**config.mk**
```make
export PLATFORM = sky130hd
export DESIGN_NAME = alu_cmd_sequencer_flat
export DESIGN_NICKNAME = d
export VERILOG_FILES = /design/src/rtl/alu_cmd_sequencer_if.sv /design/src/rtl/alu_cmd_sequencer.sv /design/src/flat_wrapper.sv
export SDC_FILE = /design/constraint.sdc
export NUM_CORES = 1
export LEC_CHECK = 0
export ABC_CLOCK_PERIOD_IN_PS = 1470
export BUFFER_PORTS_ARGS = -buffer_cell sky130_fd_sc_hd__buf_2
export CAP_MARGIN = 0
export CORE_MARGIN = 2
export CORE_UTILIZATION = 41
export DETAILED_ROUTE_END_ITERATION = 12
export PLACE_DENSITY = 0.87
export SLEW_MARGIN = 40
export SYNTH_ARGS = -nofsm -noshare
export SYNTH_HDL_FRONTEND = slang
export SYNTH_SLANG_ARGS = --single-unit
```
**constraint.sdc**
```tcl
create_clock -name clk -period 1.47 [get_ports clk]
set_input_delay 0.2205 -clock clk [delete_from_list [all_inputs] [get_ports clk]]
set_output_delay 0.2205 -clock clk [all_outputs]
set_load 0.05 [all_outputs]
```
**src/rtl/alu_cmd_sequencer_if.sv**
```systemverilog
// rtl/alu_cmd_sequencer_if.sv - command/result handshake bundle for alu_cmd_sequencer
//
// Purpose : groups the command channel (valid/ready + opcode/operand) and the
//           result channel (valid/ready + data) of the ALU command sequencer.
// Modports:
//   master - controller side: drives commands, consumes results
//   slave  - sequencer side: accepts commands, produces results
// Signals :
//   cmd_valid   master->slave  command present
//   cmd_ready   slave->master  sequencer can accept a command
//   cmd_op      master->slave  ALU opcode (OP_W)
//   cmd_operand master->slave  B operand (DATA_W)
//   res_valid   slave->master  result available
//   res_ready   master->slave  consumer accepts result
//   res_data    slave->master  result (DATA_W)

interface alu_cmd_sequencer_if #(
    parameter int DATA_W = 4,
    parameter int OP_W   = 3
);
    logic              cmd_valid;
    logic              cmd_ready;
    logic [OP_W-1:0]   cmd_op;
    logic [DATA_W-1:0] cmd_operand;
    logic              res_valid;
    logic              res_ready;
    logic [DATA_W-1:0] res_data;

    modport master (
        output cmd_valid, cmd_op, cmd_operand, res_ready,
        input  cmd_ready, res_valid, res_data
    );

    modport slave (
        input  cmd_valid, cmd_op, cmd_operand, res_ready,
        output cmd_ready, res_valid, res_data
    );
endinterface

```
**src/rtl/alu_cmd_sequencer.sv**
```systemverilog
// rtl/alu_cmd_sequencer.sv - accumulator-machine front-end for a combinational ALU
//
// Purpose : accepts opcode+operand commands, drives the external combinational
//           ALU with A = accumulator and B = command operand, captures F back
//           into the accumulator and returns each result over a handshake.
//           Flow per command: IDLE (accept) -> EXEC (ALU evaluated, capture)
//           -> RESP (result held until accepted).
// Ports   :
//   clk        in   system clock, rising edge
//   rst_n      in   asynchronous active-low reset
//   bus        slave modport of alu_cmd_sequencer_if (cmd_* / res_* channels)
//   acc_clear  in   synchronous accumulator clear (wins over EXEC capture)
//   alu_s      out  ALU select (latched opcode)
//   alu_a      out  ALU A (always the accumulator)
//   alu_b      out  ALU B (latched operand)
//   alu_f      in   ALU result
//   res_zero   out  (ALU_SEQ_STATUS_EN only) res_data == 0
//   op_count   out  (ALU_SEQ_STATUS_EN only) saturating count of result handshakes
// Options : define ALU_SEQ_STATUS_EN to add res_zero and op_count.

module alu_cmd_sequencer #(
    parameter int DATA_W = 4,
    parameter int OP_W   = 3
) (
    input  logic                 clk,
    input  logic                 rst_n,
    alu_cmd_sequencer_if.slave   bus,
    input  logic                 acc_clear,
    output logic [OP_W-1:0]      alu_s,
    output logic [DATA_W-1:0]    alu_a,
    output logic [DATA_W-1:0]    alu_b,
    input  logic [DATA_W-1:0]    alu_f
`ifdef ALU_SEQ_STATUS_EN
    ,
    output logic                 res_zero,
    output logic [7:0]           op_count
`endif
);

    typedef enum logic [1:0] {
        ST_IDLE = 2'd0,
        ST_EXEC = 2'd1,
        ST_RESP = 2'd2
    } state_t;

    state_t            state_q,   state_d;
    logic [DATA_W-1:0] acc_q,     acc_d;
    logic [OP_W-1:0]   op_q,      op_d;
    logic [DATA_W-1:0] operand_q, operand_d;

    always_ff @(posedge clk or negedge rst_n) begin
        if (!rst_n) begin
            state_q   <= ST_IDLE;
            acc_q     <= '0;
            op_q      <= '0;
            operand_q <= '0;
        end else begin
            state_q   <= state_d;
            acc_q     <= acc_d;
            op_q      <= op_d;
            operand_q <= operand_d;
        end
    end

    always_comb begin
        state_d       = state_q;
        acc_d         = acc_q;
        op_d          = op_q;
        operand_d     = operand_q;
        bus.cmd_ready = 1'b0;
        bus.res_valid = 1'b0;

        case (state_q)
            ST_IDLE: begin
                bus.cmd_ready = 1'b1;
                if (bus.cmd_valid) begin
                    op_d      = bus.cmd_op;
                    operand_d = bus.cmd_operand;
                    state_d   = ST_EXEC;
                end
            end
            ST_EXEC: begin
                acc_d   = alu_f;
                state_d = ST_RESP;
            end
            ST_RESP: begin
                bus.res_valid = 1'b1;
                if (bus.res_ready) begin
                    state_d = ST_IDLE;
                end
            end
            default: begin
                state_d = ST_IDLE;
            end
        endcase

        // Clear overrides the EXEC capture, so a colliding op reports 0.
        if (acc_clear) begin
            acc_d = '0;
        end
    end

    // The ALU operands hold their latched values outside EXEC; F is only
    // captured in EXEC, so its value elsewhere is irrelevant.
    assign alu_s        = op_q;
    assign alu_b        = operand_q;
    assign alu_a        = acc_q;
    assign bus.res_data = acc_q;

`ifdef ALU_SEQ_STATUS_EN
    logic [7:0] op_count_q, op_count_d;

    always_ff @(posedge clk or negedge rst_n) begin
        if (!rst_n) begin
            op_count_q <= '0;
        end else begin
            op_count_q <= op_count_d;
        end
    end

    always_comb begin
        op_count_d = op_count_q;
        if (state_q == ST_RESP && bus.res_ready && op_count_q != 8'hFF) begin
            op_count_d = op_count_q + 8'd1;
        end
    end

    assign res_zero = (acc_q == '0);
    assign op_count = op_count_q;
`endif

endmodule

```
**src/flat_wrapper.sv**
```systemverilog
// flat-port wrapper written by rule: the top's interface ports become plain ports
module alu_cmd_sequencer_flat 
#(
    parameter int DATA_W = 4,
    parameter int OP_W   = 3
)
  (clk, rst_n, acc_clear, alu_s, alu_a, alu_b, alu_f, bus_cmd_valid, bus_cmd_op, bus_cmd_operand, bus_res_ready, bus_cmd_ready, bus_res_valid, bus_res_data);
  alu_cmd_sequencer_if #(.DATA_W(DATA_W), .OP_W(OP_W)) bus_i ();
  input  logic clk;
  input  logic rst_n;
  input  logic acc_clear;
  output logic [OP_W-1:0] alu_s;
  output logic [DATA_W-1:0] alu_a;
  output logic [DATA_W-1:0] alu_b;
  input  logic [DATA_W-1:0] alu_f;
  input wire logic [$bits(bus_i.cmd_valid)-1:0] bus_cmd_valid;
  input wire logic [$bits(bus_i.cmd_op)-1:0] bus_cmd_op;
  input wire logic [$bits(bus_i.cmd_operand)-1:0] bus_cmd_operand;
  input wire logic [$bits(bus_i.res_ready)-1:0] bus_res_ready;
  output wire logic [$bits(bus_i.cmd_ready)-1:0] bus_cmd_ready;
  output wire logic [$bits(bus_i.res_valid)-1:0] bus_res_valid;
  output wire logic [$bits(bus_i.res_data)-1:0] bus_res_data;
  assign bus_i.cmd_valid = bus_cmd_valid;
  assign bus_i.cmd_op = bus_cmd_op;
  assign bus_i.cmd_operand = bus_cmd_operand;
  assign bus_i.res_ready = bus_res_ready;
  assign bus_cmd_ready = bus_i.cmd_ready;
  assign bus_res_valid = bus_i.res_valid;
  assign bus_res_data = bus_i.res_data;
  alu_cmd_sequencer #(.DATA_W(DATA_W), .OP_W(OP_W)) u_core (.clk(clk), .rst_n(rst_n), .bus(bus_i), .acc_clear(acc_clear), .alu_s(alu_s), .alu_a(alu_a), .alu_b(alu_b), .alu_f(alu_f));
endmodule
```
==> results of run 1 <==
repair_timing:
action                     4_1_cts  5_1_grt
hold buffers                     1        0
setup endpoints to repair        1        1
resized for setup                1        2
hold endpoints to repair        13        0
cell type report:
class	instances	area, µm²	share of cell area [%]
multi-input cells	20	203	26.9
clock inverters	1	5.00	0.663
repair buffers	33	176	23.4
well taps	15	18.8	2.49
flip-flops and latches	13	325	43.1
clock buffers	3	22.5	2.99
inverters	1	3.75	0.498
per-layer routing:
metal | routed length (µm) | part of all wire [%] | up-vias
met3 | 136 | 13 | 0
li1 | - | - | 188
met4 | 0 | 0 | 0
met5 | 0 | 0 | -
met2 | 543 | 52 | 27
met1 | 369 | 35 | 179
sequential cells by signal, summed over array words and instances (netlist names):
| signal | count |
|---|---|
| u_core.alu_a | 4 |
| u_core.alu_b | 4 |
| u_core.alu_s | 3 |
| u_core.state_q | 2 |
cells by family (layout without fill, tap and decap cells):
group	Yosys count	in the layout	share of synthesized area, %
compound gates	1	1	0.876
buf+inv	7	38	8.77
flops	13	13	57.0
mux	11	11	25.4
simple gates	8	8	7.90
final timing paths:
kind / endpoint / cells after the start
worst max-delay path: bus_res_valid / 3
worst min-delay path: u_core.state_q[1]$_DFFE_PN0P_ / 2
worst max register to register: u_core.alu_s[1]$_DFFE_PN0P_ / 3
worst min register to register: u_core.alu_s[0]$_DFFE_PN0P_ / 1
max in group asynchronous: u_core.alu_b[3]$_DFFE_PN0P_ / 2
min in group asynchronous: u_core.alu_a[1]$_DFFE_PN0P_ / 2
cell usage after synthesis:
| library cell | count | share of area (%) |
|---|---|---|
| nor2_2 | 1 | 1.1 |
| buf_6 | 1 | 2.0 |
| nand2b_1 | 1 | 1.1 |
| dfrtp_1 | 13 | 57 |
| o21ai_0 | 1 | 0.88 |
| mux2i_1 | 4 | 7.0 |
| buf_4 | 4 | 5.3 |
| and2_4 | 1 | 1.5 |
| inv_1 | 1 | 0.66 |
| mux2_4 | 7 | 18 |
| nor2_1 | 4 | 2.6 |
| buf_2 | 1 | 0.88 |
| or2b_2 | 1 | 1.5 |
power by group:
group / total [mW] / switching (mW) / leakage (nW) / internal (mW)
combinational: 1.17 / 0.790 / 0.262 / 0.384
clock: 0.215 / 0.114 / 0.0177 / 0.101
sequential: 0.596 / 0.0976 / 0.162 / 0.498
==> impl_results.md, run 1 <==
* CP Cell Sequence: or2b_4, inv_1, buf_6
* Vias/cell at 4.58
* GRT met2 Usage at 26.2%
* Final worst slack at 70.2 ps
* Starting Density at 43.8%
* GRT met1 Usage at 13.7%
* Worst-Margin Slew at 283 ps
* FMAX at 714 MHz
* Met3 Resource Use GR at 10.1%
* Max Cap Viol at 0
* Hold path start: bus_res_ready
* Die width at 41.3 µm
* CP endpoint kind: output port
* Hold Path Class: in2reg
* First-pass GRT wire length at 1470 µm
* H-Tree Depth at 1
* Final Max Slew Viols at 0
* GR Util All Layers at 14.6%
* Sequential area share after synthesis at 57.0%
* VDD IR-drop max at 1.47 mV
* Nets at 88
* Post-DP HPWL at 860 µm
* Commonest non-fill, non-tap cell in the layout: buf_2
* Drt pass-1 iters at 3
* Most frequent cells in the layout: buf_2 (31), dfrtp_1 (13), mux2_4 (7), mux2i_1 (4), nor2_1 (4)
* Period utilization at 95.2%
* YS warnings at 0
* Critical Path Start: u_core.state_q[1]$_DFFE_PN0P_
* Crit path time final at 1400 ps
* Fillcell total at 115
* CTS Buffer Depth at 2
* Vias at 394
* Largest net degree at the start of global routing at 14
* Avg WL per Cell at 12.2 µm
* Mapped cell area at 571 µm²
* Utilization after layout at 58.0%
* Final hold slack at 132 ps
* Worst reg-to-reg setup slack at 280 ps
* Initial antenna violation count at 0
* PD cells at 2630 nW/µm²
* Yosys reg bits at 13
* Final ANT Viol Nets at 0
* Number of global-route vias before repair at 366
* Cell family with most CP delay: flip-flops
* Setup violations, final at 0
* Worst Path Required at 1250 ps
* Die ar. at 1710 µm²
* Status: complete, no violations
* DP Worst Slack at 248 ps
* Cell total after placement at 81
* N_diodes at 0
* Port buffer count at 32
* Clock skew at 3.36 ps
* Drt initial violations at 2
* Final cell count without fillers at 86
* Kind of critical path: reg2out
* WL final at 1050 µm
* Worst Path Buf+Inv at 2
* Overall Power at 1.99 mW
* Critical path fanouts, max at 3
* Syn Area/Cell at 14.3 µm²
* RePlAce Congestion at 0.614
* Fin area at 754 µm²
* Cells after synthesis at 40
* Cell Area, Placed at 708 µm²
* Relative slew slack at 81.1%
* Area Overhead vs Synth at 32.2%
* Final Hold Vio Count at 0
* Worst endpoint data arrival time at 1180 ps
* Clock sinks at 13
* Syn_nets at 56
* Std cell rows at 13
* Root Buffer: clkbuf_4
* Worst path max stage delay at 400 ps
* Startpoint Class: flop
* Total grt overflow at 0
* GRT busiest layer: met2
* Post-route DRC at 0
* Post-CTS setup buffers at 0
* Worst skew pair latency at 270 ps
* Die H at 41.3 µm
* RR Startpoint: u_core.state_q[1]$_DFFE_PN0P_
* Core box area at 1300 µm²
* Max stage delay cell, worst path: dfrtp_1
* TritonCTS Buffers at 3
* Share of cells above drive strength 1 at 64.8%
* CTS tree: built
* IO Count at 33
* Synth cell types at 13
* Worst-path clk slew at 80 ps
* Leakage at 0.441 nW
* Sum Neg Setup Slack at 0 ps
Note: power is estimated with default switching activity, not from simulation.
==> inputs of run 2 (changes only) <==
--- a/config.mk
+++ b/config.mk
@@ -10,9 +10,11 @@
 export CAP_MARGIN = 0
 export CORE_MARGIN = 2
 export CORE_UTILIZATION = 41
+export CTS_BUF_LIST = sky130_fd_sc_hd__clkbuf_16
 export DETAILED_ROUTE_END_ITERATION = 12
 export PLACE_DENSITY = 0.87
 export SLEW_MARGIN = 40
 export SYNTH_ARGS = -nofsm -noshare
 export SYNTH_HDL_FRONTEND = slang
 export SYNTH_SLANG_ARGS = --single-unit
+export TNS_END_PERCENT = 50
==> run 2 against run 1 <==
Net effect: worst setup slack lost 2.9 ps; hold slack improved by 41 ps; die area stayed put; sequential power hardly changed; clock skew is 1.7 ps lower; utilization rose by 3.8 points.
==> impl_results.md, run 2 (synthesized netlist as in run 1, its figures left out) <==
* Status: complete, no violations
* Final ANT Viol Nets at 0 (unchanged)
* Post-route DRC at 0 (unchanged)
* Worst endpoint data arrival time at 1180 ps (about the same)
* Worst-Margin Slew at 281 ps (-1.51 ps)
* Worst-path clk slew at 50 ps (-30 ps)
* Largest net degree at the start of global routing at 14 (unchanged)
* Post-CTS setup buffers at 0 (unchanged)
* Final worst slack at 67.4 ps (-2.88 ps)
* Drt initial violations at 1 (-1)
* Critical path fanouts, max at 3 (unchanged)
* Nets at 88 (unchanged)
* Crit path time final at 1400 ps (+2.88 ps)
* Root Buffer: clkbuf_16
* Sum Neg Setup Slack at 0 ps (unchanged)
* Cell Area, Placed at 708 µm² (unchanged)
* IO Count at 33 (unchanged)
* RSZ-0062 raised after global routing: false
* Vias at 398 (+1.0%)
* WL final at 1070 µm (+1.5%)
* Number of global-route vias before repair at 365 (-0.27%)
* Share of cells above drive strength 1 at 64.8% (unchanged)
* PD cells at 2830 nW/µm² (+7.4%)
* Worst Path Required at 1250 ps (about the same)
* Area Overhead vs Synth at 41.0%
* Core box area at 1300 µm² (unchanged)
* VDD IR-drop max at 1.46 mV (-0.69%)
* Port buffer count at 32 (unchanged)
* Post-DP HPWL at 860 µm (unchanged)
* Relative slew slack at 81.2% (+0.10 points)
* Starting Density at 43.8% (unchanged)
* Overall Power at 2.27 mW (+15%)
* Clock skew at 1.62 ps (-1.74 ps)
* Vias/cell at 4.63 (+1.0%)
* Cell total after placement at 81 (unchanged)
* Final cell count without fillers at 86 (unchanged)
* Leakage at 0.463 nW (+4.9%)
* Drt pass-1 iters at 3 (unchanged)
* Clock sinks at 13 (unchanged)
* CTS Buffer Depth at 2 (unchanged)
* Hold Path Class: in2reg
* Die H at 41.3 µm (unchanged)
* CP endpoint kind: output port
* Max stage delay cell, worst path: dfrtp_1
* H-Tree Depth at 1 (unchanged)
* Avg WL per Cell at 12.4 µm (+1.5%)
* FMAX at 713 MHz (-0.21%)
* Kind of critical path: reg2out
* Worst skew pair latency at 240 ps (-30 ps)
* Die width at 41.3 µm (unchanged)
* Setup violations, final at 0 (unchanged)
* Most frequent cells in the layout: buf_2 (31), dfrtp_1 (13), mux2_4 (7), mux2i_1 (4), nor2_1 (4)
* N_diodes at 0 (unchanged)
* Fin area at 805 µm² (+6.6%)
* Startpoint Class: flop
* CTS tree: built
* TritonCTS Buffers at 3 (unchanged)
* Period utilization at 95.4% (+0.20 points)
* Std cell rows at 13 (unchanged)
* Max Cap Viol at 0 (unchanged)
* DP Worst Slack at 248 ps (unchanged)
* RePlAce Congestion at 0.614 (unchanged)
* GR Util All Layers at 14.9% (+0.24 points)
* CP Cell Sequence: or2b_2, inv_1, buf_6
* Total grt overflow at 0 (unchanged)
* Final Max Slew Viols at 0 (unchanged)
* First-pass GRT wire length at 1500 µm (+2.4%)
* Commonest non-fill, non-tap cell in the layout: buf_2
* Die ar. at 1710 µm² (unchanged)
* Worst path max stage delay at 400 ps (about the same)
* Final Hold Vio Count at 0 (unchanged)
* Initial antenna violation count at 0 (unchanged)
run 2: where the power goes:
group          total, mW  leakage (nW)  switching, mW  internal [mW]
Combinational       1.17         0.260          0.791          0.375
Sequential         0.598         0.162         0.0969          0.501
Clock              0.510        0.0409          0.149          0.361
Total               2.27         0.463           1.04           1.24
run 2: critical path: cells and delay by family (launching register included):
kind,cells,cell delay [ps]
DFF,1,400
buffers and inverters,2,220
and+or+nand+nor,1,310
run 2: cell type report:
class	count	area, µm²
Inverter	1	3.75
Sequential cell	13	325
Multi-Input combinational cell	20	200
Clock buffer	3	75.1
Tap cell	15	18.8
Fill cell	110	497
Timing Repair Buffer	33	176
Clock inverter	1	5.00
run 2: metrics by stage:
stage | utilization [%] | hold slack [ps]
6_report | 61.8 | 173
3_5_place_dp | 54.4 | 114
4_1_cts | 61.5 | 175
5_1_grt | 61.8 | 186
2_1_floorplan | - | -75.1
3_3_place_gp | 54.4 | 110
run 2: final timing paths:
path                                                from                             to  slack, ps  depth (start not counted)
min in group asynchronous                          rst_n    u_core.alu_a[1]$_DFFE_PN0P_        380                          2
min reg2reg                  u_core.alu_b[3]$_DFFE_PN0P_    u_core.alu_b[3]$_DFFE_PN0P_        520                          1
min                                        bus_res_ready  u_core.state_q[1]$_DFFE_PN0P_        170                          2
max                        u_core.state_q[0]$_DFFE_PN0P_                  bus_res_valid         70                          3
max in group asynchronous                          rst_n    u_core.alu_b[1]$_DFFE_PN0P_        880                          2
max reg2reg                u_core.state_q[1]$_DFFE_PN0P_    u_core.alu_s[1]$_DFFE_PN0P_        280                          3
run 2: repair_timing:
| item | CTS | global route |
|---|---|---|
| hold endpoints to repair | 13 | 0 |
| hold buffers | 1 | 0 |
| setup endpoints to repair | 1 | 1 |
| resized for setup | 1 | 1 |
run 2: metal layers:
layer / global-route usage (%) / routed length, µm / up-vias
met1: 14.5 / 376 / 182
met2: 26.2 / 549 / 26
met4: 4.84 / 11 / 0
met5: 0 / 0 / -
met3: 8.51 / 127 / 2
li1: - / - / 188
